### config.mk
export PLATFORM = sky130hd
export DESIGN_NAME = fp_div
export DESIGN_NICKNAME = d
export VERILOG_FILES = /design/src/rtl/fp_div.sv
export SDC_FILE = /design/constraint.sdc
export NUM_CORES = 1
export LEC_CHECK = 0
export CORE_ASPECT_RATIO = 2
export CORE_MARGIN = 2
export CORE_UTILIZATION = 50
export CTS_BUF_LIST = sky130_fd_sc_hd__clkbuf_2
export CTS_CLUSTER_SIZE = 10
export DETAILED_ROUTE_END_ITERATION = 10
export HOLD_SLACK_MARGIN = 0.15
export PLACE_DENSITY = 0.75
export SETUP_SLACK_MARGIN = 0.4
export SYNTH_ARGS = -nofsm -noshare
export SYNTH_HDL_FRONTEND = slang
export SYNTH_SLANG_ARGS = --single-unit
### constraint.sdc
create_clock -name clk -period 6.4 [get_ports clk]
set_input_delay 1.6 -clock clk [delete_from_list [all_inputs] [get_ports clk]]
set_output_delay 1.6 -clock clk [all_outputs]
set_load 0.1 [all_outputs]
### src/rtl/fp_div.sv
// Sequential IEEE-754 single-precision divider (z = a / b) built on a restoring
// mantissa divider behind a start/busy/done handshake with fixed latency.
package rounding_modes;
  typedef enum logic [2:0] {
    IEEE_near = 3'd0,
    IEEE_zero = 3'd1,
    IEEE_pinf = 3'd2,
    IEEE_ninf = 3'd3,
    near_up   = 3'd4,
    away_zero = 3'd5
  } rounding_mode_t;
endpackage

module fp_div
  import rounding_modes::*;
#(
  parameter int RADIX_BITS = 1
) (
  input  logic           clk,
  input  logic           rst,
  input  logic           start,
  input  logic [31:0]    a,
  input  logic [31:0]    b,
  input  rounding_mode_t rnd,
  output logic           busy,
  output logic           done,
  output logic [31:0]    z,
  output logic [7:0]     status,
  output logic [1:0]     dbg_state
);
  localparam int ITER = 26 / RADIX_BITS;

  // Handshake: start is accepted only in IDLE; busy covers DIV and ROUND;
  // done pulses for the single DONE cycle, in which z/status are already valid.
  typedef enum logic [1:0] {S_IDLE, S_DIV, S_ROUND, S_DONE} state_t;

  state_t         r_state, w_next;
  logic [31:0]    r_a, r_b, r_z;
  logic [7:0]     r_status;
  rounding_mode_t r_rnd;
  logic [24:0]    r_rem;
  logic [25:0]    r_q;
  logic [4:0]     r_cnt;

  logic [24:0] w_den, w_rem_n;
  logic [25:0] w_q_n;

  always_ff @(posedge clk or posedge rst) begin
    if (rst) r_state <= S_IDLE;
    else     r_state <= w_next;
  end

  always_comb begin
    w_next = r_state;
    case (r_state)
      S_IDLE:  if (start) w_next = S_DIV;
      S_DIV:   if (r_cnt == 5'(ITER - 1)) w_next = S_ROUND;
      S_ROUND: w_next = S_DONE;
      S_DONE:  w_next = S_IDLE;
      default: w_next = S_IDLE;
    endcase
  end

  always_comb begin
    busy      = (r_state == S_DIV) || (r_state == S_ROUND);
    done      = (r_state == S_DONE);
    z         = r_z;
    status    = r_status;
    dbg_state = r_state;
  end

  // Restoring division: RADIX_BITS quotient bits per cycle; remainder stays < 2*D.
  assign w_den = {2'b01, r_b[22:0]};

  always_comb begin
    w_rem_n = r_rem;
    w_q_n   = r_q;
    for (int i = 0; i < RADIX_BITS; i++) begin
      if (w_rem_n >= w_den) begin
        w_q_n   = {w_q_n[24:0], 1'b1};
        w_rem_n = w_rem_n - w_den;
      end else begin
        w_q_n   = {w_q_n[24:0], 1'b0};
      end
      w_rem_n = w_rem_n << 1;
    end
  end

  // Operand decode; a zero exponent field flushes denormals to zero.
  logic [7:0] w_ea, w_eb;
  logic       w_a_zero, w_b_zero, w_a_inf, w_b_inf, w_a_nan, w_b_nan, w_sign;

  always_comb begin
    w_ea     = r_a[30:23];
    w_eb     = r_b[30:23];
    w_a_zero = (w_ea == 8'd0);
    w_b_zero = (w_eb == 8'd0);
    w_a_inf  = (w_ea == 8'hFF) && (r_a[22:0] == 23'd0);
    w_b_inf  = (w_eb == 8'hFF) && (r_b[22:0] == 23'd0);
    w_a_nan  = (w_ea == 8'hFF) && (r_a[22:0] != 23'd0);
    w_b_nan  = (w_eb == 8'hFF) && (r_b[22:0] != 23'd0);
    w_sign   = r_a[31] ^ r_b[31];
  end

  logic [22:0]       w_frac_pre, w_frac;
  logic              w_guard, w_sticky, w_up, w_carry, w_tiny, w_huge;
  logic signed [9:0] w_exp, w_exp_r;
  logic [31:0]       w_z;
  logic [7:0]        w_status;
  logic              w_nan, w_dbz, w_special;

  always_comb begin
    w_frac_pre = r_q[25] ? r_q[24:2] : r_q[23:1];
    w_guard    = r_q[25] ? r_q[1] : r_q[0];
    w_sticky   = (r_q[25] & r_q[0]) | (r_rem != 25'd0);
    w_exp      = $signed({2'b00, w_ea}) - $signed({2'b00, w_eb})
               + (r_q[25] ? 10'sd127 : 10'sd126);

    case (r_rnd)
      IEEE_zero: w_up = 1'b0;
      IEEE_pinf: w_up = ~w_sign & (w_guard | w_sticky);
      IEEE_ninf: w_up = w_sign & (w_guard | w_sticky);
      near_up:   w_up = w_guard;
      away_zero: w_up = w_guard | w_sticky;
      default:   w_up = w_guard & (w_sticky | w_frac_pre[0]);
    endcase

    // An all-ones fraction that rounds up wraps to 0 and bumps the exponent (2.0 -> 1.0 * 2).
    {w_carry, w_frac} = {1'b0, w_frac_pre} + 24'(w_up);
    w_exp_r = w_exp + 10'(w_carry);
    w_tiny  = (w_exp < 10'sd1);
    w_huge  = ~w_tiny && (w_exp_r > 10'sd254);

    if (w_tiny) begin
      case (r_rnd)
        away_zero: w_z = {w_sign, 31'h0080_0000};
        IEEE_pinf: w_z = w_sign ? 32'h8000_0000 : 32'h0080_0000;
        IEEE_ninf: w_z = w_sign ? 32'h8080_0000 : 32'h0000_0000;
        default:   w_z = {w_sign, 31'h0000_0000};
      endcase
    end else if (w_huge) begin
      case (r_rnd)
        IEEE_zero: w_z = {w_sign, 31'h7F7F_FFFF};
        IEEE_pinf: w_z = w_sign ? 32'hFF7F_FFFF : 32'h7F80_0000;
        IEEE_ninf: w_z = w_sign ? 32'hFF80_0000 : 32'h7F7F_FFFF;
        default:   w_z = {w_sign, 31'h7F80_0000};
      endcase
    end else begin
      w_z = {w_sign, w_exp_r[7:0], w_frac};
    end

    w_nan     = w_a_nan | w_b_nan | (w_a_zero & w_b_zero) | (w_a_inf & w_b_inf);
    w_dbz     = 1'b0;
    w_special = 1'b1;
    if (w_nan) begin
      w_z = 32'h7FC0_0000;
    end else if (w_a_inf) begin
      w_z = {w_sign, 31'h7F80_0000};
    end else if (w_b_zero) begin
      w_z   = {w_sign, 31'h7F80_0000};
      w_dbz = 1'b1;
    end else if (w_b_inf || w_a_zero) begin
      w_z = {w_sign, 31'h0000_0000};
    end else begin
      w_special = 1'b0;
    end

    w_status = {1'b0, w_dbz,
                ~w_special & (w_guard | w_sticky | w_tiny | w_huge),
                ~w_special & w_huge,
                ~w_special & w_tiny,
                w_nan,
                (w_z[30:0] == 31'h7F80_0000),
                (w_z[30:0] == 31'h0000_0000)};
  end

  always_ff @(posedge clk or posedge rst) begin
    if (rst) begin
      r_a      <= '0;
      r_b      <= '0;
      r_rnd    <= IEEE_near;
      r_rem    <= '0;
      r_q      <= '0;
      r_cnt    <= '0;
      r_z      <= '0;
      r_status <= '0;
    end else begin
      case (r_state)
        S_IDLE: if (start) begin
          r_a   <= a;
          r_b   <= b;
          r_rnd <= rnd;
          r_rem <= {2'b01, a[22:0]};
          r_q   <= '0;
          r_cnt <= '0;
        end
        S_DIV: begin
          r_rem <= w_rem_n;
          r_q   <= w_q_n;
          r_cnt <= r_cnt + 5'd1;
        end
        S_ROUND: begin
          r_z      <= w_z;
          r_status <= w_status;
        end
        default: ;
      endcase
    end
  end
endmodule

After elaboration in Yosys (flattened, before gate mapping). Index checks and enable logic that the tools add are counted.

Add/sub/neg operators: 6. Order comparisons: 3. Equality and inequality tests: 14. Multiplexer cells: 34. Bitwise gates (word level): 21. Reductions and logical operators: 20.

Operators with widths (number): $mux 32 (10); $pmux 32 s3 (2); $pmux 26 s2 (1); $pmux 25 s2 (1); $logic_not 23->1 (2); $reduce_bool 23->1 (2); $eq 31x31->1 const B (1); $logic_not 31->1 (1); $mux 26 (1); $ge 25x24->1 (1); $mux 25 (1); $reduce_bool 25->1 (1); $add 23x1->24 (1); $mux 24 (1); $sub 24x24->24 (1); $mux 23 (1); $eq 8x8->1 const B (2); $logic_not 8->1 (2); $add 10x1->10 (1); $add 9x8->10 (1); $gt 10x9->1 const B (1); $lt 10x2->1 const B (1); $mux 1 (10); $pmux 5 s2 (1); 22 further kinds (51).

Flip-flop bits (word level): 164. Output and inout bits: 44.

Logic depth before layout (Yosys ltp). Gate-level depths: netlist (run 1).

Depth in word-level cells: 16. Mapped depth: 31. Mapped depth without buffers: 29.

Worst setup path after synthesis (run 1). Ideal clock, no wire load.

Kind: register to register. Start: reg r_q[25]. End: reg r_z[10], in the netlist z[10]. Setup time: 0.125 ns. Data arrival time: 5.902 ns. Required time: 6.275 ns. Slack: 0.372 ns. Stages on the path, launching flop included: 31. Buffers on the path: 4. Cells stage by stage: dfrtp_1 buf_2 buf_1 clkbuf_1 nand2_1 nand4_1 nor3_1 nand2_1 nor2_1 o21a_1 o21ai_0 a22o_1 ha_1 nand3_1 nor4_1 o2111a_1 and3_1 nand2_1 nor3_1 ha_1 nand2b_1 nor2_2 nand3_1 nor3_2 nor3_2 a221oi_2 o2111ai_1 o22ai_1 buf_2 a211oi_1 mux2_2.

Word-level cells in the longest chain between the ends: 15. Elaborated cells on any way between the ends: 24.

Ends and longest elaborated chain: start, declared (RTL line 42) `logic [25:0] r_q;`; start signal, assigned (RTL line 199) `r_q <= w_q_n;`; $and 1x1->1 (RTL line 115) `w_sticky = (r_q[25] & r_q[0]) | (r_rem != 25'd0);`; $or 1x1->1 (RTL line 115); $or 1x1->1, on equally long branches; $and 1x1->1, on equally long branches (RTL line 125, 121, 122); $pmux 1 s5 (RTL line 119) `case (r_rnd)`; $add 23x1->24 (RTL line 129) `{w_carry, w_frac} = {1'b0, w_frac_pre} + 24'(w_up);`; $add 10x1->10 (RTL line 130) `w_exp_r = w_exp + 10'(w_carry);`; $gt 10x9->1 (RTL line 132) `w_huge = ~w_tiny && (w_exp_r > 10'sd254);`; $logic_and 1x1->1 (RTL line 132); $mux 32 (RTL line 141) `end else if (w_huge) begin`; $mux 32 (*) (RTL line 134) `if (w_tiny) begin`; $mux 32 (*) (RTL line 162) `end else if (w_b_inf || w_a_zero) begin`; $mux 32 (*) (RTL line 159) `end else if (w_b_zero) begin`; $mux 32 (*) (RTL line 157) `end else if (w_a_inf) begin`; $mux 32 (*) (RTL line 155) `if (w_nan) begin`; end signal, assigned (RTL line 203) `r_z <= w_z;`; end, declared (RTL line 38) `logic [31:0] r_a, r_b, r_z;`.

Mark *: on every way between the ends. The rest lies on a longest branch, timed or not. A chain may end at the register's enable or synchronous reset.

Worst setup path in the final report (run 1).
Start: reg r_b[3]. End: reg r_z[8], in the netlist z[8].

Word-level cells in the longest chain between the ends: 7. Elaborated cells on any way between the ends: 13.

Ends and longest elaborated chain: start, declared (RTL line 38); start signal, assigned (RTL line 180) `r_b <= '0;`; start signal, assigned (RTL line 191) `r_b <= b;`; $logic_not 23->1 (RTL line 99) `w_b_inf = (w_eb == 8'hFF) && (r_b[22:0] == 23'd0);`; $logic_and 1x1->1 (RTL line 99); $logic_or 1x1->1 (RTL line 162); $mux 32 (RTL line 162); $mux 32 (RTL line 159); $mux 32 (RTL line 157); $mux 32 (*) (RTL line 155).

Marked as above.

==> results of run 1 <==
## worst max-delay path, delay by kind of cell, from the launching register on
| family | cells | cell delay, ns |
|---|---|---|
| flip-flops | 1 | 0.48 |
| buffers and inverters | 4 | 0.54 |
| adder cells (fa/ha/maj) | 3 | 0.68 |
| AND/OR/NAND/NOR | 12 | 1.98 |
| AO/OA/AOI/OAI | 11 | 2.12 |
## final cells by class
cell class / count / area (um^2) / share of cell area [%]
Multi-Input combinational cell: 787 / 6430 / 49.2
Sequential cell: 164 / 4110 / 31.4
Inverter: 59 / 225 / 1.72
Tap cell: 269 / 337 / 2.58
Clock inverter: 15 / 240 / 1.84
Timing Repair Buffer: 170 / 1640 / 12.5
Antenna cell: 2 / 5.00 / 0.0383
Clock buffer: 17 / 85.1 / 0.651
## layer usage
metal,vias up,global-route usage [%]
met5,-,0
met1,4428,26.6
met4,0,15.7
met2,304,48.2
met3,91,3.26
li1,4197,-
## worst paths after layout
kind,from,endpoint,depth (start not counted)
max,r_b[3],z[8],30
min,z[15],z[15],1
max reg2reg,r_b[3],z[8],30
min reg2reg,z[15],z[15],1
max in group asynchronous,rst,dbg_state[0],3
min in group asynchronous,rst,r_a[26],3
## flip-flops by register name (all words and copies together), names as in the netlist
signal,count
r_b,32
r_cnt,5
status,7
z,32
r_rem,25
r_rnd,3
dbg_state,2
r_a,32
r_q,26
## cell usage after synthesis, types with 6 or more instances
| cell type | number |
|---|---|
| mux2i_1 | 31 |
| buf_1 | 9 |
| mux2_2 | 82 |
| nand4_1 | 21 |
| a211oi_1 | 11 |
| inv_1 | 58 |
| a21o_1 | 29 |
| dfrtp_1 | 164 |
| nor2b_1 | 14 |
| nor3_1 | 22 |
| or3_1 | 6 |
| a2111oi_2 | 10 |
| and3_1 | 9 |
| a31oi_1 | 6 |
| xnor2_1 | 39 |
| o21ai_0 | 54 |
| buf_2 | 9 |
| a21oi_1 | 39 |
| o21a_1 | 9 |
| xor2_1 | 28 |
| nor2_1 | 58 |
| a22oi_1 | 20 |
| clkbuf_1 | 33 |
| a22o_1 | 23 |
| and2_1 | 10 |
| nand2_1 | 64 |
| nor4_1 | 27 |
| nand2b_1 | 7 |
| ha_1 | 43 |
| nand3_1 | 26 |
## per-stage QoR
| step | util, % | setup WS, ns | TNS (ns) |
|---|---|---|---|
| floorplan | - | 0.445 | 0 |
| global placement | 57.6 | -0.0267 | -0.102 |
| detailed placement | 57.6 | -0.148 | -2.16 |
| CTS | 59.7 | 0.407 | 0 |
| global route | 62.7 | 0.272 | 0 |
| finish | 62.7 | 0.579 | 0 |
## kinds of logic (layout without fill, tap and decap cells)
| logic type | count (synthesis) | in the layout | share of synthesized area, % |
|---|---|---|---|
| compound gates | 271 | 271 | 19.2 |
| xor+xnor | 69 | 69 | 5.92 |
| fa+ha+maj | 45 | 45 | 5.47 |
| buf+inv | 116 | 261 | 4.55 |
| flops | 164 | 164 | 38.8 |
| mux | 114 | 114 | 11.9 |
| other cells | 1 | 3 | 0.0355 |
| simple gates | 287 | 287 | 14.1 |
## what timing repair did
action / CTS / global route
pin swaps: 6 / 28
setup buffers: 6 / 25
setup endpoints to repair: 35 / 35
gates resized for setup: 19 / 59
gates cloned: 0 / 2
==> run metrics, run 1 <==
outcome=completed; YS warnings=0; Final period util=between 90 and 100%; Fin Hold WS=~0.52 ns; P&R area growth vs syn=23.7%; first-pass GRT wire length=roughly 45000 um; Avg Cell Area, Syn=about 10 um^2; DR vias/cell=about 6; Die W=107 um; most frequent cells in the layout=dfrtp_1, clkdlybuf4s50_1, mux2_2; cell area after layout=about 13000 um^2; clock root buffer=clkbuf_2; DP Area=approximately 12000 um^2; Metal-1 WL=between 10000 and 15000 um; starting density of the core=about half; Post-DP HPWL=about 21000 um; min Tclk post-route=between 5 and 6 ns; Primary FF master, synth=dfrtp_1; wire per inst=19.6 um; met2 wire length=16200 um; kind of end point of the critical path=flop; syn_nets=1182; Startpoint Class=flop; TritonCTS clock tree=built; Async S/R FF share, synth=100%; RSZ-0062 raised after global routing=yes; critical path class=reg -> reg; total number of vias=between 9000 and 10000; fin nets=1314; met3 WL=between 1000 and 1500 um; Netlist cell types=80; largest net degree at the start of global routing=165; io pins=114; Post-Place Cells=around 1400; H-tree Lvls=4; number of antenna violations at the first check in global routing=2; Pins Over Slew Limit=0; fmax=0.172 GHz; area leader, netlist=dfrtp_1; Hold Crit Class=reg -> reg; gpl congestion=~0.95; initial drt markers=approximately 460; worst relative slew slack=roughly a third; DIE AREA=about 22000 um^2; Worst Tran Pin Value=around 0.99 ns; # fillers=between 1500 and 2000; post-synth top area share=38.8%; clk slew on worst S/H paths=between 0.2 and 0.3 ns; CP Data Arrival Time=between 6 and 7 ns; router iterations before antenna repair=5; routed wire length=approximately 29000 um; slowest stage delay, CP=approximately 0.48 ns; crit path max fanout=6; Port Buffers=roughly 110; DRC violations left=0; synthesized area=~11000 um^2; register area share after synthesis=38.8%; CP max stage cell=dfrtp_1; setup violators final=0; Final ANT Viol Nets=0; Max Cap Violations=0; CTS Buf Count=17; # hold bufs at CTS=0; final hold violations=0; top sig layer=met4; Worst Skew=between 0.04 and 0.05 ns; critical path required time=7.17 ns; EDFF count, synth=0; core area=approximately 21000 um^2; Seq cells post-synth=around 160; Max clock buf depth=2; Skew-Pair Late Insertion Delay=between 0.8 and 0.9 ns; Post-Synthesis Cells=between 1000 and 1500; layout cells sized above 1=a little over a fifth; Rows=75; top area cells in the synthesized netlist=dfrtp_1, mux2_2, ha_1; Die Ht=around 210 um; GRT Util Overall=approximately a quarter; number of global-route vias before repair=9089; final non-filler cell total=between 1000 and 1500; R2R Setup Slk=around 0.58 ns; Clock Sinks=between 150 and 200; grt ovf=0; commonest non-fill, non-tap cell in the layout=dfrtp_1
Power of run 1 is left out: the tool's default activity adds up to more than one toggle a clock period on the data nets, which glitch-free logic cannot reach.
==> inputs of run 2 (changes only) <==
- CTS_CLUSTER_SIZE: 10 -> not set
- DONT_BUFFER_PORTS: not set -> 1
- HOLD_SLACK_MARGIN: 0.15 -> 0.08
- PLACE_DENSITY: 0.75 -> 0.68
==> run 2 against run 1 <==
Net effect:
- worst setup slack worse by 0.035 ns
- first-iteration DRC count is 7.1% lower
- die area stayed put
- clock-buffer cell count stayed put
- hold slack better by 0.026 ns
- non-clock buffer count is 106 lower
- critical endpoint is now z[21]
- critical path depth is 2 higher
- register-to-register slack worse by 0.03 ns
- maximum frequency is 0.59% lower
- highest routed layer is now met5
==> run metrics, run 2 (synthesis gave the netlist of run 1 again) <==
min Tclk post-route=5.86 ns (+0.0346 ns); Worst Tran Pin Value=1.36 ns (+0.369 ns); routed wire length=28200 um (-2.8%); grt ovf=0 (unchanged); GRT Util Overall=25.2% (-0.56 points); largest net degree at the start of global routing=165 (unchanged); Setup WS post-layout=0.545 ns (-0.0346 ns); total number of vias=8542 (-5.3%); gpl congestion=0.940 (-1.4%); Post-DP HPWL=20100 um (-3.9%); router iterations before antenna repair=5 (unchanged); fin nets=1208 (-8.1%); Rows=75 (unchanged); DR vias/cell=6.19 (+1.8%); Pins Over Slew Limit=0 (unchanged); Fin Hold WS=0.541 ns (+0.0261 ns); Top cell by count, worst path=buf_4; kind of end point of the critical path=flop; number of global-route vias before repair=8438 (-7.2%); first-pass GRT wire length=44000 um (-3.1%); CP max stage cell=dfrtp_1; Port Buffers=0 (-100%); Skew-Pair Late Insertion Delay=0.81 ns (about the same); setup violators final=0 (unchanged); fmax=0.171 GHz (-0.59%); H-tree Lvls=4 (unchanged); Hold Crit Depth=1 (unchanged); # fillers=1895 (+8.1%); R2R depth=32 (+6.7%); slowest stage delay, CP=0.45 ns (-0.03 ns); RSZ-0062 raised after global routing=yes; Die W=107 um (unchanged); # hold bufs at CTS=0 (unchanged); Final ANT Viol Nets=0 (unchanged); critical path class=reg -> reg; most frequent cells in the layout=dfrtp_1, mux2_2, nand2_1; layout cells sized above 1=23.8% (+2.0 points); wire per inst=20.4 um (+4.5%); crit path max fanout=11 (+5); post-layout util=57.6% (-5.2 points); CP Data Arrival Time=6.62 ns (+0.03 ns); Final period util=91.5% (+0.54 points); P&R area growth vs syn=13.5%; critical path required time=7.17 ns (about the same); clock root buffer=clkbuf_2; Startpoint Class=flop; Hold Crit Class=reg -> reg; setup_tns=0 ns (unchanged); starting density of the core=50.7% (unchanged); TritonCTS clock tree=built; Max Cap Violations=0 (unchanged); DRC violations left=0 (unchanged); clk slew on worst S/H paths=0.25 ns (about the same); initial drt markers=429 (-7.1%); worst relative slew slack=9.41% (-25 points); pre-CTS WS=0.0529 ns (+0.201 ns); io pins=114 (unchanged); number of antenna violations at the first check in global routing=4 (+2); CTS Buf Count=17 (unchanged); Max clock buf depth=2 (unchanged); commonest non-fill, non-tap cell in the layout=dfrtp_1; core area=20800 um^2 (unchanged); Worst Skew=0.0424 ns (-0.00633 ns); final hold violations=0 (unchanged); Clock Sinks=164 (unchanged); Die Ht=210 um (unchanged); outcome=completed; DIE AREA=22400 um^2 (unchanged)
[run 2: changes by cell type in the layout (fill, tap and decap cells not counted), sizes merged]
cell	previous run	this run
clkbuf	19	20
clkdlybuf4s50	112	0
buf	56	61
inv	64	61
bufinv	5	3
diode	2	4
clkinvlp	2	7
[run 2: per-stage QoR]
| stage | cell area (um^2) | std cells |
|---|---|---|
| 6_report | 12000 | 1379 |
| 5_1_grt | 12000 | 1377 |
| 4_1_cts | 11400 | 1349 |
| 3_5_place_dp | 10900 | 1300 |
| 3_3_place_gp | 10900 | 1300 |
| 2_1_floorplan | 10600 | 1067 |
[run 2: worst max-delay path, delay by kind of cell, from the launching register on]
kind	cells	cell delay [ns]
AOI/OAI and AO/OA	11	1.92
DFF	1	0.45
buffers and inverters	5	0.82
adders and majority gates	3	0.71
and+or+nand+nor	13	1.94
[run 2: per-layer routing]
layer  GRT usage [%]  up-vias  part of all wire, %
li1                -     4007                    -
met1            26.2     4202                   36
met2            46.7      248                   55
met3            5.34       83                  4.4
met4            12.7        2                  4.7
met5               0        -                0.046
[run 2: final timing paths]
kind | start | endpoint | slack (ns)
max | r_rem[20] | z[21] | 0.54
min | r_a[6] | r_a[6] | 0.54
max reg2reg | r_rem[20] | z[21] | 0.54
min reg2reg | r_a[6] | r_a[6] | 0.54
max in group asynchronous | rst | r_q[16] | 4.85
min in group asynchronous | rst | r_a[6] | 0.85
[run 2: what timing repair did]
item	4_1_cts	5_1_grt
buffers inserted	16	23
pin swaps	9	21
setup endpoints to repair	35	35
cloned	1	3
resized for setup	25	45
[run 2: final cells by class]
type | instances | area (um^2) | share of cell area [%]
multi-input combinational | 787 | 6440 | 53.7
sequential | 164 | 4100 | 34.2
timing repair buffer | 64 | 607 | 5.06
tap | 269 | 337 | 2.81
inverter | 59 | 225 | 1.88
clock inverter | 15 | 179 | 1.49
clock buffer | 17 | 85.1 | 0.710
antenna | 4 | 10.0 | 0.0835
Power of run 2 is left out for the same reason.
